**config.mk**
```make
export PLATFORM = sky130hd
export DESIGN_NAME = hit_cooldown
export DESIGN_NICKNAME = d
export VERILOG_FILES = /design/src/rtl/hit_cooldown.sv
export SDC_FILE = /design/constraint.sdc
export NUM_CORES = 1
export LEC_CHECK = 0
export ABC_CLOCK_PERIOD_IN_PS = 2500
export BUFFER_PORTS_ARGS = -buffer_cell sky130_fd_sc_hd__clkbuf_2
export CAP_MARGIN = 20
export CORE_ASPECT_RATIO = 0.9
export CORE_MARGIN = 3
export CORE_UTILIZATION = 55
export DETAILED_ROUTE_END_ITERATION = 6
export GPL_ROUTABILITY_DRIVEN = 1
export GPL_TIMING_DRIVEN = 0
export PLACE_DENSITY_LB_ADDON = 0.12
export SYNTH_ARGS = -nofsm -noshare
export SYNTH_HDL_FRONTEND = slang
export SYNTH_SLANG_ARGS = --single-unit
```
**constraint.sdc**
```tcl
create_clock -name pclk -period 2.5 [get_ports pclk]
set_input_delay 0.375 -clock pclk [delete_from_list [all_inputs] [get_ports pclk]]
set_output_delay 0.375 -clock pclk [all_outputs]
set_load 0.005 [all_outputs]
```
**src/rtl/hit_cooldown.sv**
```systemverilog
// Turns the raw collision level into single hit pulses, then holds the player
// invulnerable (with a blink flag) for a frame-counted cooldown window.
module hit_cooldown #(
    parameter int unsigned DAMAGE_QUAL  = 2,
    parameter int unsigned INV_FRAMES   = 60,
    parameter int unsigned BLINK_FRAMES = 8
) (
    input  logic       pclk,
    input  logic       rst,
    input  logic       game_on,
    input  logic       damage_in,
    input  logic       vsync_in,
    output logic       player_hit,
    output logic       invulnerable,
    output logic       blink,
    output logic [3:0] hit_count
);

    localparam logic [3:0] QUAL_LAST  = 4'(DAMAGE_QUAL - 1);
    localparam logic [7:0] FRAME_LAST = 8'(INV_FRAMES - 1);
    localparam logic [7:0] BLINK_LAST = 8'(BLINK_FRAMES - 1);

    typedef enum logic [1:0] {
        IDLE,
        ARMED,
        HIT,
        COOLDOWN
    } state_t;

    state_t     state, state_nx;
    logic [3:0] qual_cnt, qual_cnt_nx;
    logic [7:0] frame_cnt, frame_cnt_nx;
    logic [7:0] blink_cnt, blink_cnt_nx;
    logic       vsync_prev;
    logic       frame_tick;
    logic       player_hit_nx, invulnerable_nx, blink_nx;
    logic [3:0] hit_count_nx;

    assign frame_tick = vsync_in & ~vsync_prev;

    always_comb begin
        state_nx        = state;
        qual_cnt_nx     = qual_cnt;
        frame_cnt_nx    = frame_cnt;
        blink_cnt_nx    = blink_cnt;
        player_hit_nx   = 1'b0;
        invulnerable_nx = invulnerable;
        blink_nx        = blink;
        hit_count_nx    = hit_count;

        if (!game_on) begin
            state_nx        = IDLE;
            qual_cnt_nx     = '0;
            frame_cnt_nx    = '0;
            blink_cnt_nx    = '0;
            invulnerable_nx = 1'b0;
            blink_nx        = 1'b0;
            hit_count_nx    = '0;
        end else begin
            case (state)
                IDLE: begin
                    state_nx        = ARMED;
                    qual_cnt_nx     = '0;
                    invulnerable_nx = 1'b0;
                    blink_nx        = 1'b0;
                end
                ARMED: begin
                    invulnerable_nx = 1'b0;
                    blink_nx        = 1'b0;
                    if (damage_in) begin
                        if (qual_cnt == QUAL_LAST) begin
                            state_nx        = HIT;
                            player_hit_nx   = 1'b1;
                            invulnerable_nx = 1'b1;
                            blink_nx        = 1'b1;
                            qual_cnt_nx     = '0;
                            frame_cnt_nx    = '0;
                            blink_cnt_nx    = '0;
                            if (hit_count != 4'hF)
                                hit_count_nx = hit_count + 4'd1;
                        end else begin
                            qual_cnt_nx = qual_cnt + 4'd1;
                        end
                    end else begin
                        qual_cnt_nx = '0;
                    end
                end
                // A frame tick landing in the hit cycle is deliberately dropped.
                HIT: begin
                    state_nx        = COOLDOWN;
                    invulnerable_nx = 1'b1;
                end
                COOLDOWN: begin
                    invulnerable_nx = 1'b1;
                    if (frame_tick) begin
                        if (frame_cnt == FRAME_LAST) begin
                            state_nx        = ARMED;
                            invulnerable_nx = 1'b0;
                            blink_nx        = 1'b0;
                            qual_cnt_nx     = '0;
                            frame_cnt_nx    = '0;
                            blink_cnt_nx    = '0;
                        end else begin
                            frame_cnt_nx = frame_cnt + 8'd1;
                            if (blink_cnt == BLINK_LAST) begin
                                blink_cnt_nx = '0;
                                blink_nx     = ~blink;
                            end else begin
                                blink_cnt_nx = blink_cnt + 8'd1;
                            end
                        end
                    end
                end
                default: state_nx = IDLE;
            endcase
        end
    end

    always_ff @(posedge pclk) begin
        if (rst) begin
            state        <= IDLE;
            qual_cnt     <= '0;
            frame_cnt    <= '0;
            blink_cnt    <= '0;
            vsync_prev   <= 1'b0;
            player_hit   <= 1'b0;
            invulnerable <= 1'b0;
            blink        <= 1'b0;
            hit_count    <= '0;
        end else begin
            state        <= state_nx;
            qual_cnt     <= qual_cnt_nx;
            frame_cnt    <= frame_cnt_nx;
            blink_cnt    <= blink_cnt_nx;
            vsync_prev   <= vsync_in;
            player_hit   <= player_hit_nx;
            invulnerable <= invulnerable_nx;
            blink        <= blink_nx;
            hit_count    <= hit_count_nx;
        end
    end

endmodule
```
; After elaboration in Yosys (flattened, before gate mapping)
; Index checks and enable logic that the tools add are counted.
[word_totals]
ff_bits = 30
wordCells = 68
[classes]
add_sub_neg = 4
n_eq_ne = 12
muxes = 28
bitwise_logic = 5
n_reduce_logical = 10
[op_table]
columns = operator, n
row1 = 2-to-1 mux 8 bit, 7
row2 = case mux 8 bit (2 select lines), 2
row3 = "adder 8 x 1 -> 8 bit, second input constant", 2
row4 = 2-to-1 mux 4 bit, 4
row5 = case mux 4 bit (3 select lines), 1
row6 = AND reduction 4 bit, 3
row7 = "adder 4 x 1 -> 4 bit, second input constant", 2
row8 = "== test 8 x 3 -> 1 bit, second input constant", 1
row9 = "== test 8 x 6 -> 1 bit, second input constant", 1
row10 = 2-to-1 mux 2 bit, 4
row11 = "inequality test 2 bit, second input constant", 4
row12 = case mux 2 bit (4 select lines), 1
row13 = 2-to-1 mux 1 bit, 7
row14 = AND reduction 3 bit, 2
row15 = "== test 2 bit, second input constant", 2
row16 = "== test 4 x 1 -> 1 bit, second input constant", 1
row17 = "inequality test 4 bit, second input constant", 1
row18 = inverter 1 bit, 4
row19 = case mux 1 bit (4 select lines), 1
row20 = "inequality test 3 bit, second input constant", 1
row21 = case mux 1 bit (3 select lines), 1
row22 = nonzero test 3 bit, 1
row23 = OR reduction 3 bit, 1
row24 = "== test 2 x 1 -> 1 bit, second input constant", 1
row25 = other kinds (4), 4

; Depth between registers and ports, before layout
; Gate-level depths: netlist of the first run.
[depth]
depth_word = 5
ltp_mapped = 8
depth_no_buf = 7

; Least setup slack after synthesis of the first run
; No wires, ideal clock.
[synth_timing]
kind = register to register
start = register state[0]
end = register blink_cnt[3]
setup_time_ns = 0.074
arrival_time_ns = 1.631
required_ns = 2.426
slack_ns = 0.795
stages_incl_launch_ff = 7
synth_period_minus_slack_ns = 1.705
path_cell_list = dfxtp_1 > ha_1 > buf_2 > a21boi_2 > nand2b_2 > or4_1 > a31oi_1
[synth_via]
elab_chain_cells = 3
elab_cells_between_ends = 8
cone_classes = 5 x eq/ne / 1 x mux / 2 x reduce/logical
[synth_rtl]
columns = item, line_no
row1 = from (decl), 30  ; state_t state, state_nx;
row2 = from (signal assigned), 131  ; state <= state_nx;
row3 = == test 2 x 1 -> 1 bit or == test 2 bit (tied branches), 60  ; case (state)
row4 = inequality test 2 bit (no line) or nonzero test 2 bit (tied branches), --
row5 = AND reduction 4 bit (no line), --
row6 = to (signal assigned), 134  ; blink_cnt <= blink_cnt_nx;
row7 = to (decl), 33  ; logic [7:0] blink_cnt, blink_cnt_nx;
; Several ways; a longest one is shown, not always the timed one.
; A chain may end at the register's enable or synchronous reset.

; Worst setup path after layout of the first run
[layout_timing]
start = register state[1]
end = register frame_cnt[4]
[layout_via]
elab_chain_cells = 3
elab_cells_between_ends = 8
cone_classes = 5 x eq/ne / 1 x mux / 2 x reduce/logical
[layout_rtl]
columns = item, line_no
row1 = == test 2 x 1 -> 1 bit or == test 2 bit (tied branches), 60
row2 = inequality test 2 bit (no line) or nonzero test 2 bit (tied branches), --
row3 = AND reduction 4 bit (no line), --
row4 = to (signal assigned), 133  ; frame_cnt <= frame_cnt_nx;
row5 = to (decl), 32  ; logic [7:0] frame_cnt, frame_cnt_nx;
; Several ways; a longest one is shown, not always the timed one.

==> impl_metrics.env, run 1 <==
export IMPL_outcome="completed"
export IMPL_worstHoldStart="rst"
export IMPL_final_cell_area_sq_um=1713
export IMPL_areaGrowthSynthToFinish_pct=9.871
export IMPL_numClockSinks=30
export IMPL_rows=17
export IMPL_tritoncts="yes"
export IMPL_cpPeakStageDelay_ns=0.40
export IMPL_vias=1395
export IMPL_ir_worst_vdd_v=0.0002955
export IMPL_cp_data_required_time_ns=2.75
export IMPL_fin_skew_ns=0.008852
export IMPL_tightest_slew_ns=0.5545
export IMPL_setup_viol=0
export IMPL_insertion_delay_ns=0.32
export IMPL_layout_min_cycle_time_ns=2.025
export IMPL_drt_wirelength_per_cell_microns=13.64
export IMPL_critPathMaxFanout=10
export IMPL_endpoint_kind="flip-flop"
export IMPL_path_cells="inv_1 > ha_1 > or2_1 > buf_2 > nand2_1 > clkbuf_1 > o21ai_0 > a21oi_1"
export IMPL_start_util=0.6057
export IMPL_htree_levels=2
export IMPL_slowest_stage="dfxtp_1"
export IMPL_boundaryPins=12
export IMPL_hp_class="in -> reg"
export IMPL_core_area_sq_um=2574
export IMPL_fp_dieW_microns=62.12
export IMPL_grt_pass1_vias=1316
export IMPL_routed_wl_mm=3.287
export IMPL_arrival_ns=2.27
export IMPL_drv_slew=0
export IMPL_grtUsageTotal=0.2055
export IMPL_r2r_cells=8
export IMPL_globalRoute_totalOverflow=0
export IMPL_antenna_found_initial=0
export IMPL_io_buffer_count=11
export IMPL_hold_buffers=0
export IMPL_post_route_period_util=0.8099
export IMPL_yosysSeqAreaShare=0.3852
export IMPL_synth_seq_cells=30
export IMPL_syn_nets=200
export IMPL_yosysUniqueCellTypes=40
export IMPL_hold_path_cell_count=2
export IMPL_clock_path_buffers=2
export IMPL_root_buffer="clkbuf_4"
export IMPL_ant_nets=0
export IMPL_die_height_microns=56.51
export IMPL_r2r_start="state[1]$_SDFFE_PP0P_"
export IMPL_grt_max_degree=11
export IMPL_slew_headroom=0.6304
export IMPL_diodes=0
export IMPL_rsz0062_at_grt="false"
export IMPL_clkTransAtPathRegs_ns=0.09
export IMPL_start_kind="flip-flop"
export IMPL_yosys_warnings=0
export IMPL_regToRegSetupSlack_ns=0.48
export IMPL_final_common_cell="dfxtp_1"
export IMPL_powerDensity_nw_per_um2=477.2
export IMPL_p_leak_nw=0.6415
export IMPL_die_area_sq_um=3510
export IMPL_hpwl_mm=2.351
export IMPL_most_common_layout_cells="dfxtp_1, nand2_1, nand3_1, nor2_1, a21oi_1"
export IMPL_grt_pass1_wl_mm=5.775
export IMPL_holdPathEnd="vsync_prev$_SDFF_PP0_"
export IMPL_path_class="reg -> reg"
export IMPL_initialDrtViolationCount=103
export IMPL_hold_viol=0
export IMPL_viasPerCell=5.788
export IMPL_synth_area_sq_um=1559
export IMPL_fmax_mhz=493.9
export IMPL_rr_endpoint="frame_cnt[4]$_SDFFE_PP0P_"
export IMPL_power_w=0.0008174
export IMPL_fin_nets=218
export IMPL_syn_avg_cell_area_sq_um=8.382
export IMPL_dpl_cell_area_sq_um=1662
export IMPL_post_cts_buffers=0
export IMPL_cts_buffers=5
export IMPL_drc=0
export IMPL_final_layout_size_suffix_gt1_frac=0.1429
export IMPL_drv_cap=0
export IMPL_cts_resized=0
export IMPL_dr_pass1_iters=5
export IMPL_fin_setup_tns_ns=0
export IMPL_gp_congestion=0.8135
export IMPL_netlist_instances=186
synthesized netlist by cell type, drive strengths merged:
cell type  instances  area (sq um)
or4                5         37.54
a21bo              1         10.01
nor2b              5         31.28
nor3b              1         7.510
o21ai              7         35.03
nand3             18         90.09
and2               2         15.01
and3               4         27.52
clkbuf             4         15.01
nand2b             4         27.53
dfxtp             30         600.6
or2                2         12.51
a31oi              2         12.51
o22ai              1         6.260
a211oi             1         7.510
nand4bb            1         11.26
o21bai             1         7.510
xor2               9         78.83
mux2i              1         10.01
a21oi             14         70.07
nor4b              1         23.77
nand2             20         77.58
o31ai              2         20.02
nor2              18         67.56
inv                3         11.26
o2bb2ai            1         8.760
or3                4         25.02
a22oi              2         15.01
buf                3         21.27
nand4              2         12.51
a21boi             1         11.26
a22o               1         8.760
nor3               6         30.03
ha                 9         112.6
logic make-up after synthesis:
group	synth area share
fa+ha+maj	0.07223
simple gates	0.3186
buf+inv	0.03049
flops	0.3852
xor+xnor	0.05056
compound gates	0.1364
mux	0.006421
critical path: cells and delay by family (launching register included):
family                     cells  cell delay, ns
AOI/OAI and AO/OA              2            0.31
adders and majority gates      1            0.27
buffers and inverters          3            0.63
DFF                            1            0.40
and+or+nand+nor                2            0.35
how the worst max path moves through the flow:
stage,slack [ns],startpoint,endpoint,depth (start not counted)
after floorplan,0.79,state[0]$_SDFFE_PP0P_,blink_cnt[3]$_SDFFE_PP0P_,6
after global placement,0.62,state[1]$_SDFFE_PP0P_,frame_cnt[4]$_SDFFE_PP0P_,8
after detailed placement,0.54,state[1]$_SDFFE_PP0P_,frame_cnt[4]$_SDFFE_PP0P_,8
after CTS,0.50,state[1]$_SDFFE_PP0P_,frame_cnt[4]$_SDFFE_PP0P_,8
after global routing,0.25,state[1]$_SDFFE_PP0P_,frame_cnt[7]$_SDFFE_PP0P_,8
final,0.48,state[1]$_SDFFE_PP0P_,frame_cnt[4]$_SDFFE_PP0P_,8
layout make-up:
cell class,count,area (sq um)
buffer,7,36.28
clock buffer,6,51.30
fill,212,860.8
inverter,3,11.26
multi-input combinational,146,910.9
sequential,30,600.6
tap,38,47.55
timing repair buffer,11,55.05
through the flow:
step / utilization / setup slack, ns / hold slack (ns) / cells
after floorplan: - / 0.7947 / 0.4466 / 186
after global placement: 0.6456 / 0.6223 / 0.4589 / 235
after detailed placement: 0.6456 / 0.5425 / 0.4732 / 235
after CTS: 0.6655 / 0.4959 / 0.2243 / 241
after global routing: 0.6655 / 0.2547 / 0.2200 / 241
final: 0.6655 / 0.4752 / 0.2328 / 241
per-layer routing:
metal | global-route usage | part of all wire
met3 | 0.06400 | 0.070
met1 | 0.2595 | 0.47
met5 | 0 | 0
met2 | 0.3236 | 0.44
met4 | 0.08833 | 0.020
power breakdown:
part | switching (W) | total (W) | internal, W
Sequential | 0.00000254 | 0.000483 | 0.000480
Combinational | 0.0000393 | 0.0000578 | 0.0000184
Clock | 0.000150 | 0.000277 | 0.000126
registers in the layout (all words and copies together), names as in the netlist:
signal        cells
blink_cnt         8
frame_cnt         8
hit_count         4
qual_cnt          4
state             2
blink             1
invulnerable      1
player_hit        1
vsync_prev        1
Note: power is estimated with default switching activity, not from simulation.
==> run 2: changes to the inputs <==
--- a/config.mk
+++ b/config.mk
@@ -5,12 +5,12 @@
 export SDC_FILE = /design/constraint.sdc
 export NUM_CORES = 1
 export LEC_CHECK = 0
-export ABC_CLOCK_PERIOD_IN_PS = 2500
+export ABC_CLOCK_PERIOD_IN_PS = 1800
 export BUFFER_PORTS_ARGS = -buffer_cell sky130_fd_sc_hd__clkbuf_2
 export CAP_MARGIN = 20
 export CORE_ASPECT_RATIO = 0.9
 export CORE_MARGIN = 3
-export CORE_UTILIZATION = 55
+export CORE_UTILIZATION = 53
 export DETAILED_ROUTE_END_ITERATION = 6
 export GPL_ROUTABILITY_DRIVEN = 1
 export GPL_TIMING_DRIVEN = 0
==> constraint.sdc (replaced) <==
create_clock -name pclk -period 1.8 [get_ports pclk]
set_input_delay 0.27 -clock pclk [delete_from_list [all_inputs] [get_ports pclk]]
set_output_delay 0.27 -clock pclk [all_outputs]
set_load 0.005 [all_outputs]
==> run 2 against run 1 <==
Net effect: global-route usage rose by 0.62 points; final area rose by 18%; flip-flop and latch count did not move; non-clock buffer count rose by 16; largest cell class unchanged; critical path depth fell by 1; critical endpoint is now blink_cnt[3]$_SDFFE_PP0P_; clock power rose by 79%; register-to-register slack got worse by 0.46 ns; hold slack got worse by 0.11 ns; power rose by 57%; highest routed layer unchanged; routed wire length rose by 16%; clock skew fell by 0.0042 ns; final cell count rose by 8.3%.
==> impl_metrics.env, run 2 (synthesized netlist as in run 1, its figures left out) <==
export IMPL_viasPerCell=5.644
export IMPL_dr_pass1_iters=4
export IMPL_hold_viol=0
export IMPL_top_layer="met4"
export IMPL_wl_met2_mm=1.887
export IMPL_start_util=0.5628
export IMPL_whs_ns=0.1200
export IMPL_areaGrowthSynthToFinish_pct=29.13
export IMPL_rows=18
export IMPL_p_leak_nw=0.7663
export IMPL_fin_setup_tns_ns=0
export IMPL_cts_buffers=5
export IMPL_wl_met1_mm=1.665
export IMPL_fin_skew_ns=0.004654
export IMPL_slowest_stage="or4_4"
export IMPL_cp_data_required_time_ns=2.06
export IMPL_die_area_sq_um=3629
export IMPL_grt_pass1_wl_mm=6.106
export IMPL_routed_wl_mm=3.817
export IMPL_fin_nets=234
export IMPL_tritoncts="yes"
export IMPL_internal_power_w=0.0009844
export IMPL_ant_nets=0
export IMPL_gp_congestion=0.8240
export IMPL_htree_levels=2
export IMPL_fp_dieW_microns=63.17
export IMPL_clock_path_buffers=2
export IMPL_hp_class="in -> reg"
export IMPL_seqPwrFrac=0.522
export IMPL_fmax_mhz=560.6
export IMPL_layout_min_cycle_time_ns=1.784
export IMPL_endpoint_kind="flip-flop"
export IMPL_power_w=0.001283
export IMPL_cpPeakStageDelay_ns=0.47
export IMPL_core_area_sq_um=2770
export IMPL_tightest_slew_ns=0.5095
export IMPL_drv_cap=0
export IMPL_globalRoute_totalOverflow=0
export IMPL_arrival_ns=2.04
export IMPL_path_cells="ha_4 > nor4b_4 > buf_4 > a21boi_4 > nand2b_4 > or4_4 > a31oi_1"
export IMPL_antenna_found_initial=0
export IMPL_initialDrtViolationCount=72
export IMPL_grtUsageTotal=0.2116
export IMPL_reg_top3="blink_cnt x8, frame_cnt x8"
export IMPL_clkTransAtPathRegs_ns=0.09
export IMPL_critPathMaxFanout=4
export IMPL_boundaryPins=12
export IMPL_drc=0
export IMPL_outcome="completed"
export IMPL_power_net_switching_w=0.0002989
export IMPL_final_common_cell="dfxtp_1"
export IMPL_rsz0062_at_grt="true"
export IMPL_start_kind="flip-flop"
export IMPL_hold_path_cell_count=2
export IMPL_fillers=218
export IMPL_insertion_delay_ns=0.33
export IMPL_setup_viol=0
export IMPL_hold_buffers=0
export IMPL_post_route_period_util=0.9911
export IMPL_r2r_cells=7
export IMPL_most_common_layout_cells="dfxtp_1, nand2_1, nand3_1, nor2_1, buf_4"
export IMPL_numClockSinks=30
export IMPL_ir_worst_vdd_v=0.0003377
export IMPL_grt_pass1_vias=1425
export IMPL_root_buffer="clkbuf_4"
export IMPL_wl_met3_microns=202
export IMPL_path_class="reg -> reg"
export IMPL_hpwl_mm=2.367
export IMPL_clockPowerShare=0.386
export IMPL_grt_max_degree=11
export IMPL_drt_wirelength_per_cell_microns=14.62
export IMPL_slew_headroom=0.6604
export IMPL_io_buffer_count=11
export IMPL_die_height_microns=57.45
export IMPL_vias=1473
export IMPL_final_layout_size_suffix_gt1_frac=0.3122
export IMPL_switching_share=0.2329
export IMPL_drv_slew=0
export IMPL_diodes=0
export IMPL_combPwrFrac=0.092
export IMPL_powerDensity_nw_per_um2=637.4
run 2: cell types whose count changed in the layout (fill, tap and decap cells not counted), sizes merged:
cell | previous run | this run
clkbuf | 21 | 22
buf | 3 | 20
run 2: worst paths after layout:
path                                                start                         to  slack [ns]
worst max-delay path            frame_cnt[1]$_SDFFE_PP0P_  blink_cnt[3]$_SDFFE_PP0P_        0.02
worst min-delay path                                  rst      vsync_prev$_SDFF_PP0_        0.12
worst max register to register  frame_cnt[1]$_SDFFE_PP0P_  blink_cnt[3]$_SDFFE_PP0P_        0.02
worst min register to register      state[1]$_SDFFE_PP0P_      state[1]$_SDFFE_PP0P_        0.49
run 2: repair_timing:
| action | 4_1_cts | 5_1_grt |
|---|---|---|
| gates resized for setup | 17 | 22 |
| pin swaps | 3 | 9 |
| setup buffers | 4 | 12 |
| hold endpoints to repair | 0 | 0 |
| endpoints found under the setup margin | 20 | 17 |
| gates cloned | 0 | 0 |
run 2: final cells by class:
type / instances / area, sq um / share of cell area
multi-input cells: 146 / 1015 / 0.5040
flip-flops and latches: 30 / 613.1 / 0.3045
repair buffers: 27 / 187.7 / 0.09323
clock buffers: 8 / 78.83 / 0.03915
plain buffers: 7 / 57.56 / 0.02859
well taps: 40 / 50.05 / 0.02486
inverters: 3 / 11.26 / 0.005594
run 2: routing by layer:
metal	vias up	global-route usage
li1	722	-
met1	702	0.2509
met2	41	0.3714
met3	8	0.05709
met4	0	0.07385
met5	-	0
run 2: metrics by stage:
| step | utilization | setup WS, ns | std cells | area (sq um) |
|---|---|---|---|---|
| floorplan | - | 0.09470 | 186 | 1559 |
| global placement | 0.6007 | -0.08780 | 237 | 1664 |
| detailed placement | 0.6007 | -0.1618 | 237 | 1664 |
| CTS | 0.6581 | -0.02394 | 249 | 1823 |
| global route | 0.7267 | -0.03145 | 261 | 2013 |
| finish | 0.7267 | 0.01607 | 261 | 2013 |
run 2: worst max-delay path: cells and delay by family, from the launching register on:
kind / cells / cell delay [ns]
AO/OA/AOI/OAI: 2 / 0.35
adder cells (fa/ha/maj): 1 / 0.17
buffers and inverters: 1 / 0.15
flip-flops: 1 / 0.35
AND/OR/NAND/NOR: 3 / 0.68
run 2: power groups by stage:
stage,sequential [W],combinational [W],clock [W]
4_1_cts,0.000671,0.0000910,0.000509
3_3_place_gp,0.000686,0.0000761,0
5_1_grt,0.000671,0.000130,0.000537
2_1_floorplan,0.000685,0.0000555,0
3_5_place_dp,0.000686,0.0000781,0
6_report,0.000670,0.000119,0.000495
